## src/rtl/ram2_arbiter.sv

```systemverilog
// Shares one asynchronous SRAM between instruction fetch and data ports through a five-state access FSM.
// Optional macro RAM2_FAIR_EN: after a data-port completion, a pending fetch wins the next grant once.
module ram2_arbiter #(
    parameter int SRAM_ADDR_W = 20,
    parameter int READ_WAIT   = 1
) (
    input  logic                   clk,
    input  logic                   rst,
    input  logic                   if_req_i,
    input  logic [31:0]            if_addr_i,
    output logic [31:0]            if_inst_o,
    output logic                   if_ack_o,
    input  logic                   mem_ce_i,
    input  logic                   mem_re_i,
    input  logic                   mem_we_i,
    input  logic [31:0]            mem_addr_i,
    input  logic [31:0]            mem_data_i,
    output logic [31:0]            mem_data_o,
    output logic                   mem_ack_o,
    output logic                   stallreq_o,
    output logic [SRAM_ADDR_W-1:0] sram_addr_o,
    output logic [31:0]            sram_data_o,
    input  logic [31:0]            sram_data_i,
    output logic                   sram_drive_o,
    output logic                   sram_ce_n_o,
    output logic                   sram_oe_n_o,
    output logic                   sram_we_n_o
);

    typedef enum logic [2:0] {IDLE, RD, WR_SETUP, WR_PULSE, DONE} state_t;

    state_t                 r_state, w_next;
    logic [SRAM_ADDR_W-1:0] r_addr;
    logic [31:0]            r_wdata;
    logic [31:0]            r_if_inst;
    logic [31:0]            r_mem_data;
    logic                   r_owner_mem;
    logic                   r_is_write;
    logic [2:0]             r_wait_cnt;
    logic                   w_mem_req;
    logic                   w_if_first;
    logic                   w_grant_mem;
    logic                   w_grant_if;
    logic                   w_ce_n, w_oe_n, w_we_n, w_drive;
    logic                   w_unused;

    // Address bits above the SRAM width alias silently.
    assign w_unused  = ^{if_addr_i, mem_addr_i};
    assign w_mem_req = mem_ce_i & (mem_re_i | mem_we_i);

`ifdef RAM2_FAIR_EN
    logic r_fair;

    always_ff @(posedge clk) begin
        if (rst)
            r_fair <= 1'b0;
        else if (w_grant_if)
            r_fair <= 1'b0;
        else if (r_state == DONE && r_owner_mem)
            r_fair <= 1'b1;
    end

    assign w_if_first = r_fair & if_req_i;
`else
    assign w_if_first = 1'b0;
`endif

    always_ff @(posedge clk) begin
        if (rst)
            r_state <= IDLE;
        else
            r_state <= w_next;
    end

    always_comb begin
        w_next      = r_state;
        w_grant_mem = 1'b0;
        w_grant_if  = 1'b0;
        w_ce_n      = 1'b1;
        w_oe_n      = 1'b1;
        w_we_n      = 1'b1;
        w_drive     = 1'b0;
        case (r_state)
            IDLE: begin
                if (w_if_first)
                    w_grant_if = 1'b1;
                else if (w_mem_req)
                    w_grant_mem = 1'b1;
                else if (if_req_i)
                    w_grant_if = 1'b1;
                if (w_grant_mem && mem_we_i)
                    w_next = WR_SETUP;
                else if (w_grant_mem || w_grant_if)
                    w_next = RD;
            end
            RD: begin
                w_ce_n = 1'b0;
                w_oe_n = 1'b0;
                if (r_wait_cnt == 3'd0)
                    w_next = DONE;
            end
            WR_SETUP: begin
                w_ce_n  = 1'b0;
                w_drive = 1'b1;
                w_next  = WR_PULSE;
            end
            WR_PULSE: begin
                w_ce_n  = 1'b0;
                w_we_n  = 1'b0;
                w_drive = 1'b1;
                w_next  = DONE;
            end
            DONE: begin
                // Keep driving write data one cycle past the rising we_n edge.
                w_drive = r_is_write;
                w_next  = IDLE;
            end
            default: w_next = IDLE;
        endcase
    end

    always_ff @(posedge clk) begin
        if (rst) begin
            r_addr      <= '0;
            r_wdata     <= '0;
            r_if_inst   <= '0;
            r_mem_data  <= '0;
            r_owner_mem <= 1'b0;
            r_is_write  <= 1'b0;
            r_wait_cnt  <= '0;
        end else begin
            if (w_grant_mem || w_grant_if) begin
                r_addr      <= w_grant_mem ? mem_addr_i[SRAM_ADDR_W-1:0] : if_addr_i[SRAM_ADDR_W-1:0];
                r_wdata     <= w_grant_mem ? mem_data_i : r_wdata;
                r_owner_mem <= w_grant_mem;
                r_is_write  <= w_grant_mem & mem_we_i;
                r_wait_cnt  <= 3'(READ_WAIT);
            end
            if (r_state == RD) begin
                if (r_wait_cnt != 3'd0)
                    r_wait_cnt <= r_wait_cnt - 3'd1;
                else if (r_owner_mem)
                    r_mem_data <= sram_data_i;
                else
                    r_if_inst <= sram_data_i;
            end
        end
    end

    assign if_ack_o     = (r_state == DONE) & ~r_owner_mem;
    assign mem_ack_o    = (r_state == DONE) & r_owner_mem;
    assign if_inst_o    = r_if_inst;
    assign mem_data_o   = r_mem_data;
    assign stallreq_o   = (w_mem_req & ~mem_ack_o) | (if_req_i & ~if_ack_o);
    assign sram_addr_o  = r_addr;
    assign sram_data_o  = r_wdata;
    assign sram_drive_o = w_drive;
    assign sram_ce_n_o  = w_ce_n;
    assign sram_oe_n_o  = w_oe_n;
    assign sram_we_n_o  = w_we_n;

endmodule
```

## config.mk

```make
export PLATFORM = sky130hd
export DESIGN_NAME = ram2_arbiter
export DESIGN_NICKNAME = d
export VERILOG_FILES = /design/src/rtl/ram2_arbiter.sv
export SDC_FILE = /design/constraint.sdc
export NUM_CORES = 1
export LEC_CHECK = 0
export CAP_MARGIN = 10
export CORE_ASPECT_RATIO = 0.9
export CORE_MARGIN = 2
export CORE_UTILIZATION = 35
export CTS_CLUSTER_SIZE = 12
export DETAILED_ROUTE_END_ITERATION = 7
export DONT_BUFFER_PORTS = 1
export PLACE_DENSITY = 0.51
export RECOVER_POWER = 25
export SETUP_SLACK_MARGIN = 0.2
export SYNTH_ARGS = -nofsm -noshare
export SYNTH_HDL_FRONTEND = slang
export SYNTH_SLANG_ARGS = --single-unit
```

## constraint.sdc

```tcl
create_clock -name clk -period 1.6 [get_ports clk]
set_input_delay 0.24 -clock clk [delete_from_list [all_inputs] [get_ports clk]]
set_output_delay 0.24 -clock clk [all_outputs]
set_load 0.01 [all_outputs]
```

# ---- Word level (Yosys, flattened, before mapping)
# Index checks and enable logic that the tools add are counted.
dict set report word_totals {
  word_cells 58
  register_bits 124
  output_inout_bits 123
  input_bits 134
}
dict set report classes {
  n_eq_ne 6
  n_mux 19
  bitwise_logic 12
  add_sub_neg 1
  reduce_logical 12
}
# op n
set ops {}
lappend ops {{two-way mux 20 bit} 1}
lappend ops {{two-way mux 3 bit} 6}
lappend ops {{one-hot mux 3 bit (4 select lines)} 1}
lappend ops {{two-way mux 1 bit} 10}
lappend ops {{AND 1 bit} 6}
lappend ops {{equality test 3 x 2 -> 1 bit (second input constant)} 2}
lappend ops {{zero test 3 bit} 2}
lappend ops {{AND reduction 3 bit} 2}
lappend ops {{NOT 1 bit} 4}
lappend ops {{AND reduction 2 bit} 2}
lappend ops {{equality test 3 x 1 -> 1 bit (second input constant)} 1}
lappend ops {{equality test 3 bit (second input constant)} 1}
lappend ops {{inequality test 3 bit (second input constant)} 1}
lappend ops {{nonzero test 3 bit} 1}
lappend ops {{OR reduction 3 bit} 1}
lappend ops {{subtractor 3 x 1 -> 3 bit (second input constant)} 1}
lappend ops {{logical OR 1 bit} 2}
lappend ops {{inequality test 2 bit (second input constant)} 1}
lappend ops {{bitwise OR 1 bit} 2}
lappend ops {{one-hot mux 1 bit (2 select lines)} 1}
lappend ops {{OR reduction 2 bit} 1}
lappend ops {{logical AND 1 bit} 1}

# ---- Longest topological paths before layout
# Gate-level depths: netlist of run 1.
dict set report logic_depth {
  word_depth 9
  depth_mapped 7
  depth_no_buf 5
}

# ---- Worst setup path after synthesis of run 1
# No wires, ideal clock.
dict set report synth_path {
  kind {register -> register}
  from {register r_wait_cnt[0]}
  to {register r_mem_data[10] (netlist: mem_data_o[10])}
  path_stages_with_launch 8
  setup_ns 0.118
  synth_period_minus_slack_ns 1.652
  slack_ns -0.052
  n_path_buf 2
  arrival_ns 1.534
  t_required_ns 1.482
  cell_sequence {dfxtp_1 -> inv_1 -> ha_1 -> nand2b_2 -> or4b_4 -> buf_6 -> buf_12 -> mux2i_1}
}
dict set report synth_via {
  elab_chain_len 3
}
# element line
set synth_lines {}
lappend synth_lines {{start, declared} 39} ;# logic [2:0] r_wait_cnt;
lappend synth_lines {{start signal, assigned} 137} ;# r_wait_cnt <= 3'(READ_WAIT);
lappend synth_lines {{start signal, assigned} 141} ;# r_wait_cnt <= r_wait_cnt - 3'd1;
lappend synth_lines {{nonzero test 3 bit} 140} ;# if (r_wait_cnt != 3'd0)
lappend synth_lines {{NOT 1 bit (no line)} n/a}
lappend synth_lines {{AND reduction 3 bit (no line)} n/a}
lappend synth_lines {{end signal, assigned} 143} ;# r_mem_data <= sram_data_i;
lappend synth_lines {{end, declared} 36} ;# logic [31:0] r_mem_data;
# No other way between the ends.
# A chain may end at the register's enable or synchronous reset.

# ---- Worst setup path in the final report of run 1
dict set report layout_path {
  from {register r_state[2]}
  to {output port sram_oe_n_o}
}
dict set report layout_via {
  elab_chain_len 2
}
# element line
set layout_lines {}
lappend layout_lines {{start, declared} 32} ;# state_t r_state, w_next;
lappend layout_lines {{start signal, assigned} 72} ;# r_state <= w_next;
lappend layout_lines {{equality test 3 x 1 -> 1 bit} 83} ;# case (r_state)
lappend layout_lines {{two-way mux 1 bit} 83}
lappend layout_lines {{end, declared} 26} ;# output logic sram_oe_n_o,
# No other way between the ends.

==> metrics.txt, run 1 <==
Seq pwr share 0.396; DRT Pass-1 Iters 4; Longest Clk Path Bufs 2; CTS tree done; vias per std cell 5.22; Synth top area share 0.460; syn avg cell area 9.66 µm²; mux cell area share after synthesis 0.158; Logic pwr share 0.213; post-synthesis instance total 559; ant diodes 0; DP Wirelength 8780 µm; CTS Sinks 124; final antenna-violating net count 0; vias in the first global route 4293; width of the die 135 µm; final worst path period need 1630 ps; Yosys top cell by area dfxtp_1; I/O Buffers 0; Mapped Nets 695; largest cells by area after synthesis dfxtp_1, mux2i_1, nand2b_1, a221oi_1, o21ai_0; Root Driver clkbuf_16; Primary FF master, synth dfxtp_1; Non-Filler Instances 802; Max Fclk 615 MHz; Slew HR 0.602; DRC Markers 0; CORE AREA 15200 µm²; Leakage Power 2.79 nW; crit end category primary output; Data arrival, critical path 1390 ps; Commonest cells post-synth dfxtp_1, nand2b_1, mux2i_1, clkbuf_1, o21ai_0; clock power share 0.391; most frequent cell after synthesis dfxtp_1; clock buffers created by TritonCTS 17; area grow syn2layout 35.7%; Tcrit/Tclk final 1.02; Post-DP Area 5630 µm²; fin area 7330 µm²; first-pass GRT wire length 22600 µm; Worst-Margin Slew 598 ps; gr usage total 0.175; P_int 0.00652 W; combinational family with the most area after synthesis simple AND/OR/NAND/NOR gates; Worst setup SP type register; H-tree depth 4; Syn. warnings 0; critical path type reg2out; pwr/cell area 1260 nW/µm²; die area 16400 µm²; Slew Viols, Final 0; unrepaired setup endpoints after global routing yes; Skew-Pair Late Insertion Delay 410 ps; failing checks hold timing, setup timing; largest fanout on the critical path 6; Rows 43; wire length per cell 18.9 µm; Seq/Total Area, Yosys 0.460; largest net degree at the start of global routing 161; Post-synth EDFFs 0; Psw 0.00270 W; Clk pin slew, worst setup/hold paths 50 ps; Fin Clk Skew 7.45 ps; dpl cells 732; Setup Viol. Count Final 14; Starting Density 0.355; post-synthesis cell type count 39; final hold vios 53; max_cap viols 0; DR vias 4188; gr ovfl total 0; ys async rst share 0; Hold/Removal Path Class in2reg; final RePlAce weighted congestion 0.721; total length of routed wires 15100 µm; initial antenna violation count 0; Post-Synth Adder-Cell Area 0.00463; hold buffers post-CTS 12; IO Count 257; Max VDD drop 0.762 mV; Die Y-Extent 122 µm; XOR/XNOR Fraction of Synth Area 0; WHS -84.0 ps; status finished with violations; Synth Area in Simple Gates 0.198; synthesized area 5400 µm²; Synth Area in Compound Gates 0.115; synthesized flop and latch total 124; layout cells sized above 1 0.305; worst setup margin -26.5 ps; WP data required 1360 ps; Sw Ratio 0.293; nets 723; drt first-iter violations 160
repair_timing:
action	in CTS	in global routing
setup buffers	11	2
endpoints found under the hold margin	74	60
setup endpoints to repair	128	128
pin swaps	67	20
gates cloned	6	7
gates resized for setup	100	41
cells in the final DEF, fill, tap and decap left out, types with 2 or more instances in the layout:
cell type and count:
a21oi_1 12, a21oi_2 21, a221oi_2 20, buf_12 7, buf_16 4, buf_4 15, buf_6 8, buf_8 3
clkbuf_16 23, clkinv_2 4, clkinv_4 4, clkinvlp_4 2, dfxtp_1 118, dfxtp_2 4, dfxtp_4 2, dlygate4sd3_1 12
inv_1 22, inv_2 4, inv_6 2, mux2i_1 83, mux2i_2 2, nand2_1 2, nand2b_1 118, nand2b_4 2
nand3_1 4, nand3_2 21, nand3_4 9, nor2_1 3, nor3_1 2, nor4_4 2, o21ai_0 5, o21ai_1 22
o21ai_2 8, o21ai_4 5, o32ai_1 2
path summary, 6_finish.rpt:
| kind | slack, ps | from | cells after the start | endpoint |
|---|---|---|---|---|
| worst max-delay path | -30 | r_state[2]$_SDFFE_PP0P_ | 5 | sram_oe_n_o |
| worst min-delay path | -80 | rst | 1 | sram_addr_o[5]$_SDFFE_PP0P_ |
| worst max register to register | -20 | r_wait_cnt[0]$_SDFF_PP0_ | 6 | mem_data_o[16]$_SDFFE_PP0P_ |
| worst min register to register | 510 | sram_addr_o[5]$_SDFFE_PP0P_ | 2 | sram_addr_o[5]$_SDFFE_PP0P_ |
power by group through the flow:
stage / sequential, W / clock, W / combinational, W
global placement: 0.00371 / 0 / 0.00108
global route: 0.00368 / 0.00386 / 0.00212
CTS: 0.00365 / 0.00370 / 0.00165
floorplan: 0.00364 / 0 / 0.000969
detailed placement: 0.00372 / 0 / 0.00111
finish: 0.00365 / 0.00360 / 0.00197
flip-flops by register name, indices dropped and copies added (netlist names):
name and cells:
if_inst_o 32, mem_data_o 32, sram_data_o 32, sram_addr_o 20, r_state 3, r_wait_cnt 3, r_is_write 1, r_owner_mem 1
worst max-delay path, stage by stage (launching register included):
cell,delay (ps)
dfxtp_2,320
buf_6,120
buf_6,130
nor3b_4,220
inv_2,60
buf_6,140
metrics by stage:
step / setup TNS (ps) / util / power (W) / hold slack [ps] / setup slack, ps
finish: -125 / 0.481 / 0.00922 / -84.0 / -26.5
floorplan: 0 / - / 0.00461 / 388 / 33.3
CTS: -41.9 / 0.458 / 0.00900 / -112 / -27.9
global placement: 0 / 0.369 / 0.00479 / 327 / 49.3
detailed placement: 0 / 0.369 / 0.00483 / 331 / 5.93
global route: -2400 / 0.481 / 0.00966 / -117 / -107
cell type report:
| class | count | area, µm² |
|---|---|---|
| multi-input combinational | 363 | 3160 |
| inverter | 26 | 97.6 |
| tap | 202 | 253 |
| clock inverter | 13 | 118 |
| sequential | 124 | 2490 |
| fill | 1424 | 7900 |
| timing repair buffer | 55 | 768 |
| clock buffer | 19 | 443 |
per-layer routing:
layer / vias up / global-route usage / share of wire
li1: 2005 / - / -
met1: 2029 / 0.200 / 0.40
met2: 141 / 0.292 / 0.49
met3: 13 / 0.0832 / 0.096
met4: 0 / 0.0547 / 0.011
met5: - / 0 / 0
cell families after synthesis:
group,count (synthesis)
buffers and inverters,75
multiplexers,85
flip-flops,124
AND/OR/NAND/NOR,172
adder cells (fa/ha/maj),2
AO/OA/AOI/OAI,101
Note: power is estimated with default switching activity, not from simulation.
==> inputs of run 2 (changes only) <==
CORE_ASPECT_RATIO = not set   (was 0.9)
==> run 2 against run 1 <==
Net effect: the flow still finishes with violations (hold timing, setup timing); wire length rose by 5.6%; cell area rose by 6.1%; clock power rose by 17%; clock skew rose by 1.8 ps; die area barely moved; sequential cell count did not move; combinational power rose by 27%; register-to-register slack improved by 20 ps; non-clock buffer count rose by 28; setup slack improved by 25 ps; utilization rose by 3.2 points; critical path type unchanged; critical endpoint is now if_ack_o; largest cell class unchanged; highest routed layer unchanged.
==> metrics.txt, run 2 (synthesis results as in run 1) <==
status finished with violations (unchanged); failing checks hold timing, setup timing (unchanged); max_cap viols 0 (unchanged); Max VDD drop 0.742 mV (was 0.762 mV); vias per std cell 5.33 (was 5.22); critical path type reg2out (unchanged); area grow syn2layout 44.1% (was 35.7%); Root Driver clkbuf_16 (unchanged); dpl cells 718 (was 732); most frequent cells in the layout dfxtp_1, nand2b_1, mux2i_1 (was nand2b_1, dfxtp_1, mux2i_1); unrepaired setup endpoints after global routing yes (unchanged); vias in the first global route 4358 (was 4293); first-pass GRT wire length 23200 µm (was 22600 µm); total length of routed wires 16000 µm (was 15100 µm); final RePlAce weighted congestion 0.729 (was 0.721); largest fanout on the critical path 5 (was 6); Longest Clk Path Bufs 2 (unchanged); Worst setup SP type register (unchanged); gr ovfl total 0 (unchanged); Fin Clk Skew 9.28 ps (was 7.45 ps); DP Wirelength 8680 µm (was 8780 µm); layout cells sized above 1 0.328 (was 0.305); nets 748 (was 723); gr usage total 0.182 (was 0.175); Die Y-Extent 128 µm (was 122 µm); WP data required 1360 ps (about the same); die area 16400 µm² (about the same); ant diodes 0 (unchanged); I/O Buffers 0 (unchanged); crit end category primary output (unchanged); DRC Markers 0 (unchanged); Hold/Removal Path Class in2reg (unchanged); Data arrival, critical path 1360 ps (was 1390 ps); Leakage Power 3.03 nW (was 2.79 nW); initial antenna violation count 0 (unchanged); Setup Viol. Count Final 1 (was 14); width of the die 128 µm (was 135 µm); Clk pin slew, worst setup/hold paths 60 ps (was 50 ps); commonest non-fill, non-tap cell in the layout dfxtp_1; clock buffers created by TritonCTS 17 (unchanged); Non-Filler Instances 813 (was 802); Tcrit/Tclk final 1.00 (was 1.02); Skew-Pair Late Insertion Delay 410 ps (about the same); final hold vios 38 (was 53); Slew HR 0.705 (was 0.602); CORE AREA 15100 µm² (was 15200 µm²); final design utilization 0.514 (was 0.481); CTS Sinks 124 (unchanged); Starting Density 0.357 (was 0.355); worst setup margin -1.34 ps (was -26.5 ps); final antenna-violating net count 0 (unchanged); drt first-iter violations 124 (was 160); Rows 45 (was 43); DR vias 4336 (was 4188); IO Count 257 (unchanged); wire length per cell 19.7 µm (was 18.9 µm); pwr/cell area 1330 nW/µm² (was 1260 nW/µm²); Worst-Margin Slew 437 ps (was 598 ps); final worst path period need 1600 ps (was 1630 ps); Slew Viols, Final 0 (unchanged); largest net degree at the start of global routing 161 (unchanged); CTS tree done (unchanged); DRT Pass-1 Iters 5 (was 4); Tot Pwr 0.0104 W (was 0.00922 W); H-tree depth 4 (unchanged); Max Fclk 624 MHz (was 615 MHz); WHS -54.5 ps (was -84.0 ps)
-- run 2: cell types whose count changed in the layout (fill, tap and decap cells not counted), sizes merged --
cell,delta
buf,+27
dlygate4sd3,+3
clkinv,-5
o21ai,-3
clkinvlp,+1
bufinv,+4
inv,-2
-- run 2: area by class of cell --
cell class / count / area (µm²)
flip-flops and latches: 124 / 2490
well taps: 188 / 235
clock buffers: 21 / 450
inverters: 26 / 97.6
fillers: 1339 / 7370
clock inverters: 11 / 191
repair buffers: 83 / 1180
multi-input cells: 360 / 3130
-- run 2: path summary, 6_finish.rpt --
kind                       startpoint                            to  slack [ps]  depth (start not counted)
max reg2reg  r_wait_cnt[0]$_SDFF_PP0_    mem_data_o[8]$_SDFFE_PP0P_          -1                          6
min                               rst  sram_data_o[22]$_SDFFE_PP0P_         -50                          1
min reg2reg   r_is_write$_SDFFE_PP0P_       r_is_write$_SDFFE_PP0P_         510                          2
max           r_state[1]$_SDFFE_PP0P_                      if_ack_o          -1                          3
-- run 2: critical path: stages (launching register included) --
cell     delay (ps)
dfxtp_4         350
buf_6           130
nor4_4          290
buf_4           180
-- run 2: timing repair --
| item | CTS | global route |
|---|---|---|
| hold buffers | 13 | 2 |
| cloned | 15 | 6 |
| pin swaps | 30 | 30 |
| gates resized for setup | 111 | 46 |
| setup endpoints to repair | 127 | 128 |
| setup buffers | 18 | 9 |
| hold endpoints to repair | 73 | 58 |
-- run 2: per-layer routing --
metal  wire (µm)  GRT usage
met5           0          0
met2        7960      0.309
met4         371     0.0724
met1        6220      0.198
met3        1440     0.0835
-- run 2: through the flow --
step / area, µm² / TNS, ps / setup slack, ps
3_3_place_gp: 5620 / 0 / 42.1
5_1_grt: 7780 / -1620 / -73.2
4_1_cts: 7330 / -16.0 / -16.0
3_5_place_dp: 5620 / 0 / 13.0
2_1_floorplan: 5480 / 0 / 33.3
6_report: 7780 / -1.34 / -1.34
-- run 2: power by group --
part	internal [W]	switching (W)	total, W	leakage [nW]
clock network	0.00280	0.00140	0.00420	0.303
logic	0.00138	0.00112	0.00250	1.71
registers	0.00335	0.000316	0.00367	1.01
total	0.00754	0.00284	0.0104	3.03
==> inputs of run 3 (changes only) <==
CTS_CLUSTER_DIAMETER = 200   (was not set)
==> results of run 3 <==
The final DEF is identical to that of run 2; final timing and power are the same.
